## config.mk

```make
export PLATFORM = sky130hd
export DESIGN_NAME = cpu_control_fsm
export DESIGN_NICKNAME = d
export VERILOG_FILES = /design/src/rtl/cpu_pkg.sv /design/src/rtl/cpu_decoder.sv /design/src/rtl/cpu_control_fsm.sv
export SDC_FILE = /design/constraint.sdc
export NUM_CORES = 1
export LEC_CHECK = 0
export ABC_AREA = 1
export CORE_MARGIN = 3
export CORE_UTILIZATION = 50
export CTS_BUF_LIST = sky130_fd_sc_hd__clkbuf_4
export DETAILED_ROUTE_END_ITERATION = 8
export PLACE_DENSITY = 0.87
export SKIP_CTS_REPAIR_TIMING = 1
export SLEW_MARGIN = 20
export SYNTH_ARGS = -nofsm -noshare
export SYNTH_HDL_FRONTEND = slang
export SYNTH_SLANG_ARGS = --single-unit
```

## constraint.sdc

```tcl
create_clock -name clk -period 3.05 [get_ports clk]
set_clock_uncertainty 0.05 [all_clocks]
set_input_delay 0.4575 -clock clk [delete_from_list [all_inputs] [get_ports clk]]
set_output_delay 0.4575 -clock clk [all_outputs]
set_load 0.01 [all_outputs]
```

## src/rtl/cpu_pkg.sv

```systemverilog
`timescale 1ns/1ps
`default_nettype none
// ============================================================================
// Module   : cpu_pkg
// Purpose  : Shared definitions for the simple CPU. Holds the instruction
//            field layout, opcode values, ALU operation encoding, the control
//            FSM state enum and the decoded instruction class. The control
//            sequencer, the ALU and data_memory all import this package.
// Ports    : none (package)
// Revision : 1.0 - initial release
// ============================================================================
package cpu_pkg;

   // Instruction layout: [19:16] op, [15:14] rd, [13:12] rs, [11:10] rt,
   // [9:8] reserved, [7:0] imm
   localparam int c_iw      = 20;
   localparam int c_op_msb  = 19;
   localparam int c_op_lsb  = 16;
   localparam int c_rd_msb  = 15;
   localparam int c_rd_lsb  = 14;
   localparam int c_rs_msb  = 13;
   localparam int c_rs_lsb  = 12;
   localparam int c_rt_msb  = 11;
   localparam int c_rt_lsb  = 10;
   localparam int c_rsv_msb = 9;
   localparam int c_rsv_lsb = 8;
   localparam int c_imm_msb = 7;
   localparam int c_imm_lsb = 0;

   // Opcodes
   localparam logic [3:0] c_op_nop  = 4'h0;
   localparam logic [3:0] c_op_add  = 4'h1;
   localparam logic [3:0] c_op_sub  = 4'h2;
   localparam logic [3:0] c_op_and  = 4'h3;
   localparam logic [3:0] c_op_or   = 4'h4;
   localparam logic [3:0] c_op_addi = 4'h5;
   localparam logic [3:0] c_op_ld   = 4'h6;
   localparam logic [3:0] c_op_st   = 4'h7;
   localparam logic [3:0] c_op_beq  = 4'h8;
   localparam logic [3:0] c_op_jmp  = 4'h9;
   localparam logic [3:0] c_op_halt = 4'hF;

   // ALU operation encoding
   localparam logic [2:0] c_alu_add = 3'd0;
   localparam logic [2:0] c_alu_sub = 3'd1;
   localparam logic [2:0] c_alu_and = 3'd2;
   localparam logic [2:0] c_alu_or  = 3'd3;

   // Control FSM states
   typedef enum logic [2:0] {
      s_fetch  = 3'd0,
      s_decode = 3'd1,
      s_exec   = 3'd2,
      s_mem    = 3'd3,
      s_wb     = 3'd4,
      s_halt   = 3'd5
   } state_t;

   // Decoded instruction class, used by the sequencer to pick a path
   typedef enum logic [2:0] {
      cls_nop  = 3'd0,
      cls_alu  = 3'd1,
      cls_ld   = 3'd2,
      cls_st   = 3'd3,
      cls_beq  = 3'd4,
      cls_jmp  = 3'd5,
      cls_halt = 3'd6,
      cls_ill  = 3'd7
   } iclass_t;

endpackage : cpu_pkg
`default_nettype wire

```

## src/rtl/cpu_decoder.sv

```systemverilog
`timescale 1ns/1ps
`default_nettype none
// ============================================================================
// Module   : cpu_decoder
// Purpose  : Purely combinational opcode decoder. Maps the latched opcode to
//            an instruction class plus the ALU/write-back controls.
// Ports    : op          in  4  opcode field of the instruction register
//            iclass      out 3  instruction class (iclass_t)
//            alu_op      out 3  ALU operation (0 ADD, 1 SUB, 2 AND, 3 OR)
//            alu_src_imm out 1  ALU operand B is the zero-extended imm
//            wb_sel      out 1  write-back source is memory read data
//            illegal     out 1  opcode is undefined
// Revision : 1.0 - initial release
// ============================================================================
module cpu_decoder
   import cpu_pkg::*;
(
   input  logic [3:0] op,
   output iclass_t    iclass,
   output logic [2:0] alu_op,
   output logic       alu_src_imm,
   output logic       wb_sel,
   output logic       illegal
);

   always_comb begin
      iclass      = cls_ill;
      alu_op      = c_alu_add;
      alu_src_imm = 1'b0;
      wb_sel      = 1'b0;
      illegal     = 1'b0;
      case (op)
         c_op_nop:  iclass = cls_nop;
         c_op_add:  begin iclass = cls_alu; alu_op = c_alu_add; end
         c_op_sub:  begin iclass = cls_alu; alu_op = c_alu_sub; end
         c_op_and:  begin iclass = cls_alu; alu_op = c_alu_and; end
         c_op_or:   begin iclass = cls_alu; alu_op = c_alu_or;  end
         c_op_addi: begin
            iclass      = cls_alu;
            alu_op      = c_alu_add;
            alu_src_imm = 1'b1;
         end
         c_op_ld:   begin iclass = cls_ld; wb_sel = 1'b1; end
         c_op_st:   iclass = cls_st;
         // BEQ compares rs and rt by subtracting; alu_zero then means equal
         c_op_beq:  begin iclass = cls_beq; alu_op = c_alu_sub; end
         c_op_jmp:  iclass = cls_jmp;
         c_op_halt: iclass = cls_halt;
         default:   begin iclass = cls_ill; illegal = 1'b1; end
      endcase
   end

endmodule : cpu_decoder
`default_nettype wire

```

## src/rtl/cpu_control_fsm.sv

```systemverilog
`timescale 1ns/1ps
`default_nettype none
// ============================================================================
// Module   : cpu_control_fsm
// Purpose  : Multi-cycle control sequencer. Latches each instruction and walks
//            it through FETCH/DECODE/EXEC/MEM/WB, driving PC, register-file,
//            ALU and data-memory controls. Adds HALT, sticky illegal-opcode
//            detection and a wrapping retired-instruction counter.
// Ports    : clk          in  1       system clock, rising edge
//            reset        in  1       asynchronous active-low reset
//            instruction  in  20      instruction from pc_instruction
//            alu_zero     in  1       ALU result is zero (used in EXEC)
//            mem_ready    in  1       data-memory access complete
//            pc_hold      out 1       1 = PC holds this cycle
//            pc_load      out 1       load pc_target instead of incrementing
//            pc_target    out MEM_AW  branch/jump destination
//            rf_raddr_a/b out 2       register read indices (rs, rt)
//            rf_we        out 1       register write strobe
//            rf_waddr     out 2       destination register (rd)
//            alu_op       out 3       ALU operation
//            alu_src_imm  out 1       ALU operand B = imm
//            wb_sel       out 1       0 = ALU result, 1 = memory data
//            mem_re/we    out 1       data-memory strobes
//            mem_addr     out MEM_AW  data-memory address
//            halted       out 1       core is stopped
//            illegal      out 1       sticky undefined-opcode flag
//            instr_count  out CNT_W   retired-instruction count
// Revision : 1.0 - initial release
// ============================================================================
module cpu_control_fsm
   import cpu_pkg::*;
#(
   parameter int MEM_AW = 8,
   parameter int CNT_W  = 16
)(
   input  logic              clk,
   input  logic              reset,
   input  logic [c_iw-1:0]   instruction,
   input  logic              alu_zero,
   input  logic              mem_ready,
   output logic              pc_hold,
   output logic              pc_load,
   output logic [MEM_AW-1:0] pc_target,
   output logic [1:0]        rf_raddr_a,
   output logic [1:0]        rf_raddr_b,
   output logic              rf_we,
   output logic [1:0]        rf_waddr,
   output logic [2:0]        alu_op,
   output logic              alu_src_imm,
   output logic              wb_sel,
   output logic              mem_re,
   output logic              mem_we,
   output logic [MEM_AW-1:0] mem_addr,
   output logic              halted,
   output logic              illegal,
   output logic [CNT_W-1:0]  instr_count
);

   state_t            r_state;
   state_t            w_next;
   logic [c_iw-1:0]   r_ir;
   logic              r_illegal;
   logic [CNT_W-1:0]  r_count;

   iclass_t           w_cls;
   logic [2:0]        w_dec_alu_op;
   logic              w_dec_src_imm;
   logic              w_dec_wb_sel;
   logic              w_dec_illegal;

   logic              w_retire;
   logic              w_take;
   logic              w_set_ill;
   logic [MEM_AW-1:0] w_imm;
   logic              w_unused_rsvd;

   // Reserved instruction bits carry no meaning
   assign w_unused_rsvd = ^r_ir[c_rsv_msb:c_rsv_lsb];
   assign w_imm         = MEM_AW'(r_ir[c_imm_msb:c_imm_lsb]);

   cpu_decoder u_decoder (
      .op          (r_ir[c_op_msb:c_op_lsb]),
      .iclass      (w_cls),
      .alu_op      (w_dec_alu_op),
      .alu_src_imm (w_dec_src_imm),
      .wb_sel      (w_dec_wb_sel),
      .illegal     (w_dec_illegal)
   );

   // State, instruction register, sticky illegal flag and retire counter
   always_ff @(posedge clk or negedge reset) begin
      if (!reset) begin
         r_state   <= s_fetch;
         r_ir      <= '0;
         r_illegal <= 1'b0;
         r_count   <= '0;
      end else begin
         r_state <= w_next;
         if (r_state == s_fetch)
            r_ir <= instruction;
         if (w_set_ill)
            r_illegal <= 1'b1;
         if (w_retire)
            r_count <= r_count + CNT_W'(1);
      end
   end

   // Next state plus retire/branch-taken qualifiers
   always_comb begin
      w_next    = r_state;
      w_retire  = 1'b0;
      w_take    = 1'b0;
      w_set_ill = 1'b0;
      case (r_state)
         s_fetch:  w_next = s_decode;
         s_decode: w_next = s_exec;
         s_exec: begin
            if (w_dec_illegal) begin
               w_next    = s_halt;
               w_set_ill = 1'b1;
            end else begin
               case (w_cls)
                  cls_alu:        w_next = s_wb;
                  cls_ld, cls_st: w_next = s_mem;
                  cls_nop: begin
                     w_next   = s_fetch;
                     w_retire = 1'b1;
                  end
                  cls_beq: begin
                     w_next   = s_fetch;
                     w_retire = 1'b1;
                     w_take   = alu_zero;
                  end
                  cls_jmp: begin
                     w_next   = s_fetch;
                     w_retire = 1'b1;
                     w_take   = 1'b1;
                  end
                  default:        w_next = s_halt;
               endcase
            end
         end
         s_mem: begin
            // Access stays posted until the memory signals completion
            if (mem_ready) begin
               if (w_cls == cls_ld) begin
                  w_next = s_wb;
               end else begin
                  w_next   = s_fetch;
                  w_retire = 1'b1;
               end
            end
         end
         s_wb: begin
            w_next   = s_fetch;
            w_retire = 1'b1;
         end
         s_halt:   w_next = s_halt;
         default:  w_next = s_fetch;
      endcase
   end

   // Outputs are decoded from state and IR; the PC advances only on retire
   always_comb begin
      pc_hold     = ~w_retire;
      pc_load     = w_retire & w_take;
      pc_target   = w_imm;
      rf_raddr_a  = r_ir[c_rs_msb:c_rs_lsb];
      rf_raddr_b  = r_ir[c_rt_msb:c_rt_lsb];
      rf_waddr    = r_ir[c_rd_msb:c_rd_lsb];
      rf_we       = (r_state == s_wb);
      wb_sel      = (r_state == s_wb) & w_dec_wb_sel;
      alu_op      = w_dec_alu_op;
      alu_src_imm = w_dec_src_imm;
      mem_re      = (r_state == s_mem) & (w_cls == cls_ld);
      mem_we      = (r_state == s_mem) & (w_cls == cls_st);
      mem_addr    = (r_state == s_mem) ? w_imm : '0;
      halted      = (r_state == s_halt);
      illegal     = r_illegal;
      instr_count = r_count;
   end

endmodule : cpu_control_fsm
`default_nettype wire
```

==> results of run 1 <==
## cells in the mapped netlist, types with 2 or more instances
master / number
inv_1: 33
dfrtp_1: 38
nand3_1: 13
a21oi_1: 14
mux2_2: 6
nor4_1: 2
xor2_1: 6
inv_2: 2
nand2_1: 71
o21ai_1: 2
nor2_1: 45
buf_6: 2
o21ai_2: 5
clkbuf_1: 2
nor3_1: 5
nand4_1: 4
o21ai_0: 5
buf_4: 16
## area by class of cell
cell class	instances	area (um2)
Clock buffer	7	52.6
Fill cell	355	1260
Tap cell	50	62.6
Sequential cell	38	951
Timing Repair Buffer	72	711
Multi-Input combinational cell	185	886
Inverter	35	131
## per-layer routing
metal	track usage	wire length (um)
met1	0.233	2070
met5	0	0
met2	0.370	2460
met4	0.119	137
met3	0.0426	279
## final timing paths
| kind | startpoint | endpoint | slack, ns | cells after the start |
|---|---|---|---|---|
| setup / recovery | r_state[0] | pc_hold | 0.31 | 6 |
| hold / removal | reset | instr_count[15] | 0.16 | 1 |
| setup reg to reg | r_state[2] | instr_count[5] | 1.11 | 9 |
| hold reg to reg | illegal | illegal | 0.42 | 1 |
| max in group asynchronous | reset | instr_count[3] | 2.25 | 1 |
| min in group clk | illegal | illegal | 0.42 | 1 |
## through the flow
step | cell area [um2] | hold WS (ns) | util | total power [W] | std cells
2_1_floorplan | 2120 | 0.112 | - | 0.00154 | 279
3_3_place_gp | 2740 | 0.403 | 0.676 | 0.00189 | 380
3_5_place_dp | 2740 | 0.406 | 0.676 | 0.00192 | 380
4_1_cts | 2790 | 0.186 | 0.689 | 0.00219 | 387
5_1_grt | 2790 | 0.208 | 0.689 | 0.00233 | 387
6_report | 2790 | 0.155 | 0.689 | 0.00217 | 387
## flip-flops by register name, summed over array words and instances, names as in the netlist
register and flops:
r_ir 18, illegal 1, r_state 3, instr_count 16
## cell families after synthesis
family,synth area share
AO/OA/AOI/OAI,0.0849
XOR/XNOR,0.0247
adder cells (fa/ha/maj),0.00589
buffers and inverters,0.135
flip-flops,0.448
multiplexers,0.0318
other,0.00177
AND/OR/NAND/NOR,0.268
## report_power, final
part | switching (W) | internal, W | leakage [nW]
Clock | 0.000159 | 0.000105 | 0.0322
Sequential | 0.000123 | 0.000672 | 0.468
Combinational | 0.000579 | 0.000530 | 0.746
==> flow_metrics.tcl, run 1 <==
set metrics [dict create \
    outcome "finished, final reports clean" \
    cts_inserted_buffers 5 \
    clock_latency_ns 0.34 \
    fin_tns_setup_ns 0 \
    finalSetupViolCount 0 \
    nets 362 \
    grt_pass1_vias 1972 \
    h-tree-depth 2 \
    dieArea_um2 5060 \
    n_antenna_cell 0 \
    relSlewSlack 0.433 \
    clkTransAtPathRegs_ns 0.11 \
    worst_slack_ns 0.310 \
    detail_route.wl_per_cell_um 12.8 \
    yosysUniqueCellTypes 26 \
    worst_ep_required_time_ns 2.54 \
    syn-num-nets 304 \
    worst-path-max-fanout 13 \
    hold_class "in2async" \
    synth_ff_type "dfrtp_1" \
    cts-root-buf "clkbuf_4" \
    portBuffers 70 \
    layout_common_cells "nand2_1 (71), clkdlybuf4s50_1 (69), nor2_1 (45), dfrtp_1 (38), inv_1 (33)" \
    design.core.area_um2 4060 \
    cpPeakStageDelay_ns 0.58 \
    avgSynthCellArea_um2 7.61 \
    grt_max_degree 39 \
    synth_edf_count 0 \
    cts_buffer_depth 2 \
    die_h_um 71.2 \
    first_pass_iters 4 \
    synth_top_area_share 0.448 \
    dp_slack_ns 0.719 \
    initial_core_util 0.523 \
    synth_top_area_cell "dfrtp_1" \
    timing.fmax_mhz 365 \
    yosys-top-cells-area "dfrtp_1 (45%), nand2_1 (13%), nor2_1 (8.0%)" \
    syn_area_um2 2120 \
    rsz0062_at_grt "no" \
    syn_to_final_growth_pct 31.6 \
    drt_iter0_drc 76 \
    power_density_nw_per_um2 776 \
    num_rows 23 \
    final_common_cell "nand2_1" \
    critical_path.top_delay_family "buffers and inverters" \
    async_flop_share 1.00 \
    ant_nets 0 \
    fin_crit_sh 0.898 \
    synth_cells 279 \
    hold_violations 0 \
    post_drt_via_cell_ratio 5.09 \
    wirelength_um 4950 \
    maxCapViolations 0 \
    ys_seq_elements 38 \
    yosysWarningCount 0 \
    dp_hpwl_um 3730 \
    crit_path_cell_trace "nand3_1 -> inv_1 -> nand3_1 -> nand2_2 -> inv_2 -> clkdlybuf4s50_1" \
    critPathArrivalTime_ns 2.23 \
    io_pins 74 \
    layout-drive-gt1-share 0.0742 \
    ir_worst_vdd_uv 525 \
    synth-seq-area-share 0.448 \
    cpMaxStageDelayCell "clkdlybuf4s50_1" \
    cts.sinks 38 \
    endpoint_kind "output pin" \
    worstSetupPathType "reg2out" \
    drcViolationCount 0 \
    fin_crit_ns 2.74 \
    crit_top_cell "nand3_1" \
    gp_congestion 0.800 \
    die_w_um 71.2 \
    grt_pass1_wl_um 8400 \
    critPathLaunchType "register" \
    p_leak_nw 1.25 \
    num_vias 1968 \
    drv_slew 0 \
    worst_pin_slew_ns 0.850 \
    grt_usage 0.210 \
    path_buf_inv 3 \
    cts_tree "yes" \
    antenna_found_initial 0 \
    gr-total-overflow 0 \
]
(Power assumes the default switching activity.)
==> run 2: changes to the inputs <==
- CORE_UTILIZATION: 50 -> 65
- CTS_BUF_LIST: sky130_fd_sc_hd__clkbuf_4 -> sky130_fd_sc_hd__clkbuf_8
- DONT_BUFFER_PORTS: default -> 1
- PLACE_DENSITY: 0.87 -> 0.81
==> run 2 against run 1 <==
Against the previous run:
- count of clock-buffer cells in the layout shrank 1
- wire length shrank 13%
- first-iteration DRC count grew 79%
- worst hold slack gained 0.098 ns
- die area shrank 21%
- cell count shrank 19%
- fmax grew 21%
- non-clock buffer count shrank 67
- register-to-register slack gained 0.17 ns
- sequential share of layout area grew 8.8 points
- global-route usage grew 2.1 points
- sequential power grew 10%
- critical path type unchanged
- largest cell class unchanged
==> flow_metrics.tcl, run 2 (synthesis gave the netlist of run 1 again) <==
set metrics [dict create \
    num_vias 1672 \
    hold_violations 0 \
    ant_nets 0 \
    num_rows 20 \
    cpPeakStageDelay_ns 0.44 \
    largest_reg_flops 18 \
    grt_pass1_vias 1545 \
    worstSetupPathType "reg2out" \
    ir_worst_vdd_uv 633 \
    dieArea_um2 3990 \
    critPathLaunchType "register" \
    critPathArrivalTime_ns 1.75 \
    n_antenna_cell 0 \
    h-tree-depth 2 \
    layout-drive-gt1-share 0.0996 \
    gp_congestion 0.894 \
    whs_path_depth 1 \
    fin_crit_ns 2.26 \
    grt_max_degree 39 \
    gr-total-overflow 0 \
    worst_pin_slew_ns 0.643 \
    design.core.area_um2 3080 \
    fin_crit_sh 0.741 \
    rsz0062_at_grt "no" \
    io_pins 74 \
    ff2ff_path_depth 6 \
    grt_usage 0.232 \
    fin_tns_setup_ns 0 \
    drcViolationCount 0 \
    grt_pass1_wl_um 7230 \
    antenna_found_initial 0 \
    clkTransAtPathRegs_ns 0.08 \
    syn_to_final_growth_pct 4.48 \
    die_h_um 63.2 \
    post_drt_via_cell_ratio 5.31 \
    worst_ep_required_time_ns 2.54 \
    outcome "finished, final reports clean" \
    holdWs_ns 0.253 \
    dp_hpwl_um 3200 \
    crit_path_cell_trace "nor3_1 -> nor2_1 -> nand2_2 -> inv_2" \
    cts.sinks 38 \
    clock_latency_ns 0.30 \
    cpMaxStageDelayCell "nor3_1" \
    first_pass_iters 5 \
    endpoint_kind "output pin" \
    cts-root-buf "clkbuf_8" \
    portBuffers 0 \
    path_buf_inv 1 \
    wirelength_um 4290 \
    finalSetupViolCount 0 \
    drv_slew 0 \
    initial_core_util 0.690 \
    maxCapViolations 0 \
    layout_common_cells "nand2_1 (71), nor2_1 (45), dfrtp_1 (38), inv_1 (33), a21oi_1 (14)" \
    hold_class "in2reg" \
    relSlewSlack 0.570 \
    die_w_um 63.2 \
    cts_tree "yes" \
    worst-path-max-fanout 15 \
    final_common_cell "nand2_1" \
    timing.fmax_mhz 443 \
    p_leak_nw 1.04 \
    cts_buffer_depth 2 \
    regMostFlops "r_ir" \
    drt_iter0_drc 136 \
    critical_path.top_delay_family "simple AND/OR/NAND/NOR gates" \
    nets 295 \
    cp.depth 4 \
    power_density_nw_per_um2 936 \
    cts_inserted_buffers 5 \
    fillCellCount 257 \
    detail_route.wl_per_cell_um 13.6 \
]
[run 2: changes by cell type in the layout (fill, tap and decap cells not counted), moves of 2 or more]
cell | before | now
bufinv_16 | 0 | 2
clkdlybuf4s50_1 | 69 | 0
clkbuf_4 | 7 | 0
clkbuf_8 | 0 | 6
[run 2: worst reg2reg max path, cell delays in order, from the launching register on]
cell and delay [ns]:
dfrtp_1 0.43, nor3_1 0.44, nor2_1 0.12, nand2_2 0.27, buf_4 0.25, nand2_1 0.07, o21ai_1 0.06
[run 2: path summary, 6_finish.rpt]
path | start | end | slack [ns]
worst min register to register | illegal | illegal | 0.50
worst min-delay path | instruction[10] | r_ir[10] | 0.25
min in group asynchronous | reset | illegal | 0.56
worst max register to register | r_state[1] | instr_count[11] | 1.28
max in group asynchronous | reset | instr_count[2] | 2.19
worst max-delay path | r_state[1] | pc_hold | 0.79
[run 2: routing by layer]
metal,up-vias,part of all wire,GRT usage
li1,849,-,-
met1,756,0.42,0.287
met2,61,0.47,0.366
met3,6,0.093,0.0820
met4,0,0.015,0.0964
met5,-,0,0
[run 2: cell type report]
cell class                 count  area (um2)  share of cell area
inverter                      35         131              0.0592
tap                           44        55.1              0.0248
timing repair buffer           5        52.6              0.0237
clock inverter                 2        60.1              0.0271
clock buffer                   6        82.6              0.0372
multi-input combinational    185         886               0.399
sequential                    38         951               0.429
[run 2: power by group]
group | switching [W] | internal [W]
registers | 0.000205 | 0.000673
clock network | 0.000182 | 0.000349
logic | 0.000443 | 0.000226
total | 0.000829 | 0.00125
[run 2: metrics by stage]
step	setup slack [ns]	cells	cell area [um2]	util	total power, W
2_1_floorplan	1.43	279	2120	-	0.00154
3_3_place_gp	1.15	305	2050	0.665	0.00151
3_5_place_dp	1.15	305	2050	0.665	0.00154
4_1_cts	0.810	313	2190	0.711	0.00207
5_1_grt	0.637	315	2220	0.721	0.00223
6_report	0.791	315	2220	0.721	0.00208
